[src/rtl/reg_file.sv]
// ---------------------------------------------------------------------------
// reg_file
//   General-purpose register file serving the read stage. Two independent
//   read ports (A, B) return registered data one cycle after the request.
//   One write per cycle is accepted from writeback. A read and a write to the
//   same index in the same cycle return the new data (write-first bypass).
//
// Parameters
//   DATA_W    register width in bits
//   ADDR_W    register index width; 2**ADDR_W registers
//   ZERO_REG  1: register 0 reads as 0 and ignores writes; 0: ordinary
//
// Ports
//   cpu_clk, cpu_rst          clock, synchronous active-high reset
//   reg_a_read/reg_a          port A request and index
//   reg_a_value               port A data (valid the cycle after request)
//   reg_b_read/reg_b          port B request and index
//   reg_b_value               port B data (valid the cycle after request)
//   wb_en/wb_dst_reg/wb_out   writeback enable, destination, data
//   dbg_reg/dbg_value         combinational peek of stored contents
// ---------------------------------------------------------------------------
module reg_file #(
    parameter int DATA_W   = 16,
    parameter int ADDR_W   = 4,
    parameter int ZERO_REG = 1
) (
    input  logic              cpu_clk,
    input  logic              cpu_rst,
    input  logic              reg_a_read,
    input  logic [ADDR_W-1:0] reg_a,
    output logic [DATA_W-1:0] reg_a_value,
    input  logic              reg_b_read,
    input  logic [ADDR_W-1:0] reg_b,
    output logic [DATA_W-1:0] reg_b_value,
    input  logic              wb_en,
    input  logic [ADDR_W-1:0] wb_dst_reg,
    input  logic [DATA_W-1:0] wb_out,
    input  logic [ADDR_W-1:0] dbg_reg,
    output logic [DATA_W-1:0] dbg_value
);

    localparam int unsigned NREGS = 2 ** ADDR_W;
    localparam bit          ZR    = (ZERO_REG != 0);

    logic [DATA_W-1:0] regs [NREGS];

    logic              wr_ok;
    logic [DATA_W-1:0] rd_a;
    logic [DATA_W-1:0] rd_b;

    // A write to register 0 is dropped when it is hard-wired to zero.
    assign wr_ok = wb_en && !(ZR && (wb_dst_reg == '0));

    // Next read data per port: zero register first, then bypass, then storage.
    always_comb begin
        rd_a = regs[reg_a];
        if (ZR && (reg_a == '0)) begin
            rd_a = '0;
        end else if (wr_ok && (wb_dst_reg == reg_a)) begin
            rd_a = wb_out;
        end
    end

    always_comb begin
        rd_b = regs[reg_b];
        if (ZR && (reg_b == '0)) begin
            rd_b = '0;
        end else if (wr_ok && (wb_dst_reg == reg_b)) begin
            rd_b = wb_out;
        end
    end

    // Debug peek shows stored contents only, no bypass.
    always_comb begin
        dbg_value = regs[dbg_reg];
        if (ZR && (dbg_reg == '0)) begin
            dbg_value = '0;
        end
    end

    always_ff @(posedge cpu_clk) begin
        if (cpu_rst) begin
            regs        <= '{default: '0};
            reg_a_value <= '0;
            reg_b_value <= '0;
        end else begin
            if (wr_ok) begin
                regs[wb_dst_reg] <= wb_out;
            end
            if (reg_a_read) begin
                reg_a_value <= rd_a;
            end
            if (reg_b_read) begin
                reg_b_value <= rd_b;
            end
        end
    end

endmodule

[config.mk]
export PLATFORM = sky130hd
export DESIGN_NAME = reg_file
export DESIGN_NICKNAME = d
export VERILOG_FILES = /design/src/rtl/reg_file.sv
export SDC_FILE = /design/constraint.sdc
export NUM_CORES = 1
export LEC_CHECK = 0
export CAP_MARGIN = 20
export CORE_MARGIN = 4
export CORE_UTILIZATION = 60
export DETAILED_ROUTE_END_ITERATION = 10
export PLACE_DENSITY = 0.79
export SYNTH_ARGS = -nofsm -noshare
export SYNTH_HDL_FRONTEND = slang
export SYNTH_SLANG_ARGS = --single-unit
[constraint.sdc]
create_clock -name cpu_clk -period 2.8 [get_ports cpu_clk]
set_clock_uncertainty 0.2 [all_clocks]
set_input_delay 0.56 -clock cpu_clk [delete_from_list [all_inputs] [get_ports cpu_clk]]
set_output_delay 0.56 -clock cpu_clk [all_outputs]
set_load 0.005 [all_outputs]
Word-level counts from Yosys, hierarchy flattened
Cells that the tools add are included.
{ "op_classes": {"add_sub_neg": 0, "n_mul": 0, "div": 0, "magnitude_cmp": 5, "n_eq_ne": 2, "shifts": 0, "muxes": 17, "bitwise_logic": 4, "n_reduce_logical": 9} }
{ "op_table": {"columns": ["op", "n"], "rows": [
  ["256-bit bitwise mux", 1],
  ["16-bit binary-select mux with 4-bit select", 3],
  ["16-bit two-way mux", 12],
  ["16-bit demux with 4-bit select", 1],
  ["5-bit >= comparator, second input constant", 4],
  ["4-bit inverter with 5-bit output", 4],
  ["4-bit zero test", 4],
  ["4-bit equality test", 2],
  ["5-bit by 1-bit less-than comparator with 1-bit output, second input constant", 1],
  ["1-bit logical AND", 4],
  ["1-bit zero test", 1]
]} }
{ "word_totals": {"reg_bits": 288, "latchBits": 0, "mem_bits_rw": 0, "romBits": 0, "in_bits": 37, "output_inout_bits": 48, "word_cells": 55, "memories": 0} }

Depth between registers and ports, before layout
{ "logic_depth": {"ltp_word": 6, "ltp_mapped": 8, "mapped_depth_nobuf": 5} }

Least setup slack after synthesis
OpenSTA, ideal clock, no wires.
{ "synth_path": {"kind": "input -> output", "start": "input dbg_reg[0]", "end": "output dbg_value[10]", "arrival_time_ns": 1.791, "required_time_ns": 2.040, "path_slack_ns": 0.249, "cell_stages": 5, "path_buffers": 2, "cell_sequence": "buf_4 buf_4 mux4_2 a211oi_1 a211oi_1"} }
{ "synth_between": {"elab_chain_len": 5, "word_cells_on_any_way": 6, "classes_between": "4 x mux; 1 x bitwise; 1 x reduce/logical"} }
{ "synth_rtl": {"columns": ["element", "line", "text"], "rows": [
  ["from (decl)", "38", "input logic [ADDR_W-1:0] dbg_reg,"],
  ["4-bit inverter with 5-bit output (implied by the code)", "75", "dbg_value = regs[dbg_reg];"],
  ["16-bit binary-select mux with 4-bit select", "75", null],
  ["16-bit two-way mux (implied by the code) (2 in a row)", "75", null],
  ["16-bit two-way mux *", "76", "if (ZR && (dbg_reg == '0)) begin"],
  ["to (decl)", "39", "output logic [DATA_W-1:0] dbg_value"]
]} }
Every way passes the cells marked *; elsewhere a longest branch is shown, timed or not. The select of a mux whose other input is x is not followed.

Worst setup path in the final report
{ "layout_path": {"start": "register regs[239] (netlist name)", "end": "output dbg_value[15]"} }
{ "layout_between": {"elab_chain_len": 4} }
{ "layout_rtl": {"columns": ["element", "line", "text"], "rows": [
  ["from (decl)", "45", "logic [DATA_W-1:0] regs [NREGS];"],
  ["from (signal, indexed assignment)", "88", "regs[wb_dst_reg] <= wb_out;"],
  ["16-bit binary-select mux with 4-bit select", "75", null],
  ["16-bit two-way mux (implied by the code) (2 in a row)", "75", null],
  ["16-bit two-way mux", "76", null]
]} }
Every way passes these cells. The select of a mux whose other input is x is not followed.

==> summary.txt <==
Synth
  – Post-synthesis cell area: 0.0166 mm2
  – Post-synthesis sequential area ratio: 34.7%
  – Avg Cell Area, Syn: 9.19 um2
  – Commonest register cell after synthesis: dfxtp_1
  – FFs w/ async S/R, synth: 0%
  – Syn. warnings: 0
  – Syn_nets: 1843
  – #FFs+latches synth: 288
  – Largest cells by area after synthesis: dfxtp_1 (35%), mux4_2 (17%), mux2i_1 (12%)
  – Post-synth EDFFs: 0
  – Largest area contributor in the netlist: dfxtp_1
  – Instance count of the mapped netlist: 1806
  – Post-synth top area share: 34.7%
  – Post-synth cell types: 37

Layout
  – Ant diodes: 0
  – Most frequent cells in the layout: nand2_1 (459), dfxtp_1 (273), a21oi_1 (192), mux2i_1 (180), mux4_2 (128)
  – Final instance area: 0.0198 mm2
  – Non-filler cells in the finished layout: 2300
  – P&R area growth vs syn: 19.4%
  – Register Area: 0.00578 mm2
  – Nets: 1944
  – Most common cell after layout, fill and taps aside: nand2_1
  – Filler Cell Count: 1930
  – Area of the multi-input gates: 0.0100 mm2
  – Proportion of layout cells with a drive suffix above 1: 22.7%

Power and ir drop
  – Peak VDD IR: 0.510 mV
  – Reg power frac: 45.4%
  – Clock power share: 42.0%
  – PwrDens: 468 mW/mm2
  – Leak: 6.74 nW
  – Internal Pwr Total: 6.85 mW
  – Combinational cell fraction of total power: 12.6%
  – Psw: 2.43 mW
  – Sw Share: 26.1%
  – Design Power: 9.27 mW

Job
  – Total of max-cap violations: 0

Run status
  – Outcome: complete, but fails checks
  – Violated checks: setup timing

Global routing
  – Vias in the first global route: 15500
  – Global-route wire length before repair: 88900 um
  – Grt ovf: 0
  – Largest net degree at the start of global routing: 126
  – Total GRT Usage: 37.3%
  – Initial antenna violation count: 0

STA
  – RSZ-0062 raised after global routing: yes
  – Pin slew with the least headroom to its limit: 1.04 ns
  – Final Max Tran Viols: 0
  – Final Critical Period: 2.81 ns
  – Slew HR: 30.2%
  – Fin Setup TNS: -0.0124 ns
  – Setup WS post-layout: -0.0124 ns
  – Final Hold Fails: 0
  – Fmax: 356 MHz
  – Tcrit/Tclk final: 100%
  – Final setup violating endpoints: 1

Routing
  – Final Routed Wirelength: 58200 um
  – Antenna Nets Post-Route: 0
  – Vias: 15700
  – WL per Instance: 25.3 um
  – Via density: 6.83
  – Drt initial violations: 2085
  – Residual DRC: 0
  – Pre-Repair DR Iteration Count: 6

Critical path
  – Startpoint Class: flip-flop
  – Slowest cell on crit path: mux4_2
  – Critical path class: flip-flop to output port
  – Critical Path Start: regs[239]
  – CP Capture Type: output port
  – Reg2reg end: reg_b_value[2]
  – Critical Path RT: 2.04 ns
  – Arr. time, crit path: 2.05 ns
  – Reg2Reg Depth: 5
  – CP Max Fanout: 4
  – Critical Path Max Stage Delay: 0.44 ns
  – CP Capture Point: dbg_value[15]
  – Worst path cell trace: mux4_2 > nor2b_1 > a211oi_1 > buf_4 > a211oi_2 > buf_2
  – FF-to-FF Start: regs[2]
  – Reg2Reg Setup Slack: 0.78 ns

Clocking
  – CTS Root Cell: clkbuf_16
  – Clock Path Buffers: 3
  – Num Clock Sinks: 288
  – Total CTS buffers: 31
  – Hold buffers post-CTS: 0
  – Htree depth: 1
  – Clock-pin slew on the worst setup and hold paths: 0.06 ns
  – CTS tree: built
  – Clk Latency, worst-skew pair: 0.57 ns

Die
  – Die area: 0.0304 mm2
  – FP Rows: 60
  – Boundary Pins: 85
  – Initial core utilization: 61.3%
  – Core area: 0.0271 mm2
  – Die height: 174 um
  – Chip Width: 174 um

Placed design
  – Inst Count DP: 2229
  – Placement Cell Area: 0.0184 mm2
  – Placed wire-length estimate: 39100 um
  – GPL Wtd Cong: 0.960
  – IO buf count: 84
  – Place WS: -0.585 ns

Hold path
  – Hold Crit Class: primary input to flip-flop
==> how the worst min path moves through the flow <==
stage | start | depth (start not counted) | end | slack [ns]
final | cpu_rst | 2 | regs[195] | 0.22
after detailed placement | reg_b_value[12] | 2 | reg_b_value[12] | 0.24
after floorplan | reg_a_value[10] | 2 | reg_a_value[10] | 0.24
after global routing | cpu_rst | 2 | regs[243] | 0.24
after CTS | cpu_rst | 2 | regs[195] | 0.21
after global placement | reg_b_value[8] | 2 | reg_b_value[8] | 0.23
==> stage by stage <==
step | hold WS (ns) | utilization [%]
2_1_floorplan | 0.243 | -
6_report | 0.221 | 73.1
5_1_grt | 0.235 | 73.1
3_3_place_gp | 0.234 | 67.9
3_5_place_dp | 0.240 | 67.9
4_1_cts | 0.211 | 73.0
==> power by group through the flow <==
stage                     Combinational [mW]  Clock [mW]  Sequential (mW)
after detailed placement                1.08           0             4.29
after floorplan                        0.682           0             4.27
after global placement                  1.06           0             4.29
after CTS                               1.14        3.90             4.20
after global routing                    1.22        4.08             4.21
final                                   1.17        3.90             4.21
==> Yosys cell counts, types with 3 or more instances <==
cell and n:
dfxtp_1 288, buf_1 3, buf_6 24, nand3b_1 3, o21ai_0 16, buf_4 25, nor2_1 59, o21ai_1 48
nand3_1 4, buf_2 51, nor2_4 6, nor3_2 3, nand2_1 459, nor2b_1 36, a211oi_1 62, or3b_1 5
o22ai_1 62, and3_1 33, or3_1 3, clkbuf_1 75, xor2_1 6, a21oi_1 192, mux4_2 128, nor4_2 3
mux2i_1 192
==> cell families after synthesis <==
kind of cell	synth area share, %
AND/OR/NAND/NOR	16.4
AO/OA/AOI/OAI	13.1
multiplexers	29.1
flip-flops	34.7
buffers and inverters	6.24
XOR/XNOR	0.513
==> sequential cells by signal, summed over array words and instances, names as in the netlist <==
register,count
regs,256
reg_a_value,16
reg_b_value,16
==> area by class of cell <==
type / count / area share, %
multi-input cells: 1338 / 50.6
clock buffers: 46 / 4.55
repair buffers: 248 / 13.1
well taps: 372 / 2.35
flip-flops and latches: 288 / 29.2
clock inverters: 8 / 0.215
==> worst max-delay path: cells and delay by family (launching register included) <==
| family | cells | cell delay [ns] |
|---|---|---|
| muxes | 1 | 0.44 |
| DFF | 1 | 0.35 |
| and+or+nand+nor | 1 | 0.15 |
| AOI/OAI and AO/OA | 2 | 0.24 |
| buffers and inverters | 2 | 0.31 |
==> repair_timing <==
item	in CTS	in global routing
buffers inserted	14	5
gates cloned	3	0
gates resized for setup	131	11
endpoints found under the setup margin	16	14
pin swaps	28	8
==> metal layers <==
metal | vias to the layer above | routed length (um) | global-route usage, %
li1 | 6681 | - | -
met1 | 7511 | 20300 | 45.3
met2 | 1184 | 27300 | 60.9
met3 | 326 | 6140 | 7.07
met4 | 0 | 4490 | 23.7
met5 | - | 0 | 0
Power figures use the tool's default switching activity.
